File: config.mk
export PLATFORM = sky130hd
export DESIGN_NAME = textmode_writer
export DESIGN_NICKNAME = d
export VERILOG_FILES = /design/src/rtl/textmode_writer.sv
export SDC_FILE = /design/constraint.sdc
export NUM_CORES = 1
export LEC_CHECK = 0
export ABC_AREA = 0
export CORE_ASPECT_RATIO = 1.4
export CORE_MARGIN = 1.5
export CORE_UTILIZATION = 57
export CTS_BUF_LIST = sky130_fd_sc_hd__clkbuf_8
export DETAILED_ROUTE_END_ITERATION = 8
export MAX_ROUTING_LAYER = met4
export PLACE_DENSITY = 0.88
export SLEW_MARGIN = 15
export SYNTH_ARGS = -nofsm -noshare
export SYNTH_HDL_FRONTEND = slang
export SYNTH_SLANG_ARGS = --single-unit
export TNS_END_PERCENT = 10
File: constraint.sdc
create_clock -name clk -period 3.9 [get_ports clk]
set_input_delay 0.585 -clock clk [delete_from_list [all_inputs] [get_ports clk]]
set_output_delay 0.585 -clock clk [all_outputs]
set_load 0.03 [all_outputs]
File: src/rtl/textmode_writer.sv
// textmode_writer: byte-stream front end for the text-mode display memory CPU port.
// Optional feature macro: TEXTMODE_WRITER_SCROLL_EN (defined: last-row overflow
// scrolls the screen up; undefined: it wraps to row 0 and blanks that row).
// Ports:
//   clk, rst                     clock, synchronous active-high reset
//   in_valid/in_ready            byte handshake; in_chr/in_att latched on accept
//   busy                         high whenever an operation is in progress
//   cur_row/cur_col              hardware cursor
//   mem_row/mem_col/mem_en/mem_wr/mem_wr_data/mem_rd_data  display memory port
module textmode_writer #(
   parameter int ROWS = 30,
   parameter int COLS = 80,
   parameter logic [7:0] BLANK_CHR = 8'h20
) (
   input  logic        clk,
   input  logic        rst,
   input  logic        in_valid,
   output logic        in_ready,
   input  logic [7:0]  in_chr,
   input  logic [7:0]  in_att,
   output logic        busy,
   output logic [4:0]  cur_row,
   output logic [6:0]  cur_col,
   output logic [4:0]  mem_row,
   output logic [6:0]  mem_col,
   output logic [15:0] mem_wr_data,
   input  logic [15:0] mem_rd_data,
   output logic        mem_en,
   output logic        mem_wr
);
   localparam logic [4:0] RL = 5'(ROWS - 1);
   localparam logic [6:0] CL = 7'(COLS - 1);
   typedef enum logic [2:0] {
      IDLE, PUT, NEWLINE, CLEAR
`ifdef TEXTMODE_WRITER_SCROLL_EN
      , SC_RD, SC_WR
`endif
   } state_t;
   state_t      state;
   logic [7:0]  att;
   logic [15:0] wd;
   logic [4:0]  r, clr_end, fin_row;
   logic [6:0]  c;
`ifdef TEXTMODE_WRITER_SCROLL_EN
   // The scroll copy writes the word the memory returns this cycle for the
   // read issued in the previous cycle, so the data bypasses wd here.
   assign mem_wr_data = (state == SC_WR) ? mem_rd_data : wd;
`else
   assign mem_wr_data = wd;
   logic unused_rd;
   assign unused_rd = ^mem_rd_data;
`endif
   // Memory port signals are registered: each transition sets up the access
   // performed during the state being entered.
   always_ff @(posedge clk) begin
      if (rst) begin
         state    <= IDLE;
         cur_row  <= '0;
         cur_col  <= '0;
         mem_en   <= 1'b0;
         mem_wr   <= 1'b0;
         mem_row  <= '0;
         mem_col  <= '0;
         wd       <= '0;
         busy     <= 1'b0;
         in_ready <= 1'b1;
         att      <= '0;
         r        <= '0;
         c        <= '0;
         clr_end  <= '0;
         fin_row  <= '0;
      end else begin
         mem_en <= 1'b0;
         mem_wr <= 1'b0;
         case (state)
            IDLE: if (in_valid && in_ready) begin
               att <= in_att;
               if (in_chr == 8'h0D) cur_col <= '0;
               else if (in_chr == 8'h08) cur_col <= (cur_col != 7'd0) ? cur_col - 7'd1 : cur_col;
               else begin
                  busy     <= 1'b1;
                  in_ready <= 1'b0;
                  if (in_chr == 8'h0A) state <= NEWLINE;
                  else if (in_chr == 8'h0C) begin
                     state   <= CLEAR;
                     r       <= '0;
                     c       <= '0;
                     clr_end <= RL;
                     fin_row <= '0;
                     mem_en  <= 1'b1;
                     mem_wr  <= 1'b1;
                     mem_row <= '0;
                     mem_col <= '0;
                     wd      <= {in_att, BLANK_CHR};
                  end else begin
                     state   <= PUT;
                     mem_en  <= 1'b1;
                     mem_wr  <= 1'b1;
                     mem_row <= cur_row;
                     mem_col <= cur_col;
                     wd      <= {in_att, in_chr};
                  end
               end
            end
            PUT: if (cur_col < CL) begin
               cur_col  <= cur_col + 7'd1;
               state    <= IDLE;
               busy     <= 1'b0;
               in_ready <= 1'b1;
            end else state <= NEWLINE;
            NEWLINE: if (cur_row < RL) begin
               cur_row  <= cur_row + 5'd1;
               cur_col  <= '0;
               state    <= IDLE;
               busy     <= 1'b0;
               in_ready <= 1'b1;
            end else begin
`ifdef TEXTMODE_WRITER_SCROLL_EN
               state   <= SC_RD;
               r       <= '0;
               c       <= '0;
               fin_row <= RL;
               mem_en  <= 1'b1;
               mem_row <= 5'd1;
               mem_col <= '0;
`else
               state   <= CLEAR;
               r       <= '0;
               c       <= '0;
               clr_end <= '0;
               fin_row <= '0;
               mem_en  <= 1'b1;
               mem_wr  <= 1'b1;
               mem_row <= '0;
               mem_col <= '0;
               wd      <= {att, BLANK_CHR};
`endif
            end
`ifdef TEXTMODE_WRITER_SCROLL_EN
            SC_RD: begin
               state   <= SC_WR;
               mem_en  <= 1'b1;
               mem_wr  <= 1'b1;
               mem_row <= r;
               mem_col <= c;
            end
            SC_WR: if (c == CL && r == RL - 5'd1) begin
               state   <= CLEAR;
               r       <= RL;
               c       <= '0;
               clr_end <= RL;
               mem_en  <= 1'b1;
               mem_wr  <= 1'b1;
               mem_row <= RL;
               mem_col <= '0;
               wd      <= {att, BLANK_CHR};
            end else begin
               state   <= SC_RD;
               r       <= (c == CL) ? r + 5'd1 : r;
               c       <= (c == CL) ? 7'd0 : c + 7'd1;
               mem_en  <= 1'b1;
               mem_row <= (c == CL) ? r + 5'd2 : r + 5'd1;
               mem_col <= (c == CL) ? 7'd0 : c + 7'd1;
            end
`endif
            CLEAR: if (c == CL && r == clr_end) begin
               state    <= IDLE;
               busy     <= 1'b0;
               in_ready <= 1'b1;
               cur_row  <= fin_row;
               cur_col  <= '0;
            end else begin
               r       <= (c == CL) ? r + 5'd1 : r;
               c       <= (c == CL) ? 7'd0 : c + 7'd1;
               mem_en  <= 1'b1;
               mem_wr  <= 1'b1;
               mem_row <= (c == CL) ? r + 5'd1 : r;
               mem_col <= (c == CL) ? 7'd0 : c + 7'd1;
            end
            default: state <= IDLE;
         endcase
      end
   end
endmodule
==> flow_summary.yaml <==
floorplanning:
  initial_core_util_pct: 58.7
  rows: 34
  pin_count: 79
  die_w_um: 70.4
  die_h_um: 97.3
  dieArea_um2: 6840
  core_area_um2: 6170
power:
  power_density_nw_per_um2: 459
  switching_share_pct: 34.0
  cellLeakagePower_nw: 1.55
  vdd_drop_max_v: 0.000369
  power_frac_seq_pct: 39.2
  clock_power_share_pct: 32.0
  comb_power_share_pct: 28.8
  p_int_mw: 1.35
  switchingPower_mw: 0.695
  finalPower_mw: 2.04
detailed_routing:
  drt_iter0_drc: 336
  post_drt_wl_per_cell_um: 17.6
  vias_per_cell: 6.54
  drc_errors: 0
  antenna_left: 0
  finalWirelength_mm: 9.87
  dr_total_vias: 3678
  drtPass1Iterations: 5
logic_synthesis:
  seq_area_frac_synth_pct: 36.5
  mappedNetlistArea_um2: 3620
  yosys_warnings: 0
  synth_top_area_cell: "dfxtp_1"
  yosysUniqueCellTypes: 67
  yosys.area.top_type_share_pct: 36.5
  syn_nets: 482
  synthFlopType: "dfxtp_1"
  syn_inst: 442
  synthTopCellsByArea: "dfxtp_1 37%, nand2_1 5.6%, a21oi_1 4.4%, o21ai_0 3.7%, a211oi_2 3.1%"
  avgSynthCellArea_um2: 8.19
  postSynth.asyncResetShare_pct: 0
  synth_edf_count: 0
  netlist_top_cells_count: "66 x dfxtp_1, 54 x nand2_1, 32 x a21oi_1"
  synth.ff_latch_count: 66
  yosysMostFrequentCell: "dfxtp_1"
sta:
  slew_violations: 0
  worst_slew_pin_slew_ps: 1210
  finalSetupViolCount: 0
  fin_crit_sh_pct: 76.1
  max_clock_freq_mhz: 337
  rsz0062_at_grt: "no"
  hold_viol: 0
  clock_skew_ps: 12.6
  fin_crit_ps: 2970
  fin_tns_setup_ps: 0
  relSlewSlack_pct: 19.5
clock_tree:
  cts_resized: 0
  clock-sinks: 66
  cts_made_buffers: 9
  cts_tree: "done"
  clockRootBuffer: "clkbuf_8"
  clkLatencyLatePin_ps: 360
  clock_path_buffers: 2
  h-tree-depth: 3
  clkTransAtPathRegs_ps: 70
  holdBufCountCts: 0
  postCtsSetupBuffers: 0
setup_path:
  cp.arrival_ps: 3220
  crit_path_max_fanout: 15
  crit_path_end_kind: "register"
  critPathRequiredTime_ps: 4160
  crit_path_start_kind: "input pin"
  critPathKind: "input pin to register"
placed_design:
  port_buffers: 62
  hpwl_mm: 6.58
  routabilityCongestion: 0.953
layout:
  final_layout_size_suffix_gt1_share_pct: 8.16
  regArea_um2: 1320
  n_antenna_cell: 0
  area_growth_pct: 22.8
  final_net_count: 525
  multi_input_area_um2: 2140
  filler_cell_count: 489
global_routing:
  overflow: 0
  grt_use_met3_pct: 5.60
  grt.met2_usage_pct: 49.3
  grt_max_degree: 60
  antenna_found_initial: 0
  met1_usage_pct: 36.5
  grt.total_usage_pct: 30.5
  grt_pass1_vias: 3437
  grt_pass1_wl_mm: 16.5
  grt_busiest_layer: "met2"
worst_hold_path:
  hold_class: "register to register"
run_status:
  status: "completed"
run:
  max-cap-violations: 0
==> cells by family (layout without fill, tap and decap cells) <==
| family | Yosys count | in the layout | synth area share (%) |
|---|---|---|---|
| AOI/OAI and AO/OA | 149 | 149 | 29.7 |
| xor gates and xnor gates | 14 | 14 | 3.39 |
| adders and majority gates | 5 | 5 | 1.73 |
| buffers and inverters | 42 | 90 | 4.84 |
| DFF | 66 | 66 | 36.5 |
| muxes | 2 | 2 | 0.553 |
| and+or+nand+nor | 164 | 164 | 23.3 |
==> metrics by stage <==
step | area [um^2] | setup slack [ps] | util, % | hold slack, ps | std cells
2_1_floorplan | 3620 | 1530 | - | 451 | 442
3_3_place_gp | 4210 | 732 | 68.2 | 455 | 546
3_5_place_dp | 4210 | 678 | 68.2 | 461 | 546
4_1_cts | 4430 | 986 | 71.9 | 473 | 562
5_1_grt | 4450 | 802 | 72.1 | 497 | 562
6_report | 4450 | 932 | 72.1 | 471 | 562
==> routing by layer <==
layer	vias to the layer above	part of all wire, %	wire length, um
met3	35	6.6	653
met4	0	3.4	340
met1	1734	41	4080
met2	161	49	4790
li1	1748	-	-
met5	-	0	0
==> placed cells by master, fill, tap and decap left out, types with 3 or more instances in the layout <==
cell	count
dfxtp_1	66
clkdlybuf4s50_1	61
nand2_1	54
a21oi_1	32
nor2_1	27
o21ai_0	27
nand3_1	20
a31oi_1	18
a311oi_1	12
nand2b_1	10
inv_1	9
a211oi_2	9
clkbuf_8	9
xor2_1	8
nor3_1	8
nor4_1	6
xnor2_1	6
nor2b_1	5
and3_1	5
or3_1	5
a2bb2oi_1	5
ha_1	5
o31ai_1	4
a22oi_1	4
nand4_1	4
and2_1	3
o311ai_0	3
a21o_1	3
==> registers in the layout, summed over array words and instances (netlist names) <==
signal,flops
in_ready,1
cur_row,5
c,7
state,2
att,8
r,5
cur_col,7
mem_col,7
mem_wr_data,16
busy,1
clr_end,1
mem_row,5
mem_wr,1
==> path summary, 6_finish.rpt <==
check	startpoint	to	slack (ps)	cells after the start
hold reg to reg	mem_wr_data[4]	mem_wr_data[4]	470	2
setup / recovery	in_chr[7]	mem_col[6]	930	6
setup reg to reg	state[1]	mem_wr_data[15]	1320	5
hold / removal	mem_wr_data[4]	mem_wr_data[4]	470	2
==> worst max-delay path: stages <==
cell,delay [ps]
clkdlybuf4s50_1,440
or4b_1,730
o41ai_4,500
nand2_2,340
and3_4,390
a311oi_1,220
==> area by class of cell <==
cell class | instances | area share (%)
inverters | 10 | 0.844
clock buffers | 9 | 2.79
clock inverters | 7 | 2.28
multi-input cells | 334 | 48.2
flip-flops and latches | 66 | 29.7
well taps | 72 | 2.03
repair buffers | 64 | 14.2
==> power by group through the flow <==
stage               clock network [mW]  registers (mW)  logic (mW)
floorplan                            0           0.909       0.290
global placement                     0           0.812       0.567
detailed placement                   0           0.814       0.580
CTS                              0.661           0.799       0.584
global route                     0.686           0.809       0.635
finish                           0.652           0.801       0.588
(Power assumes the default switching activity.)
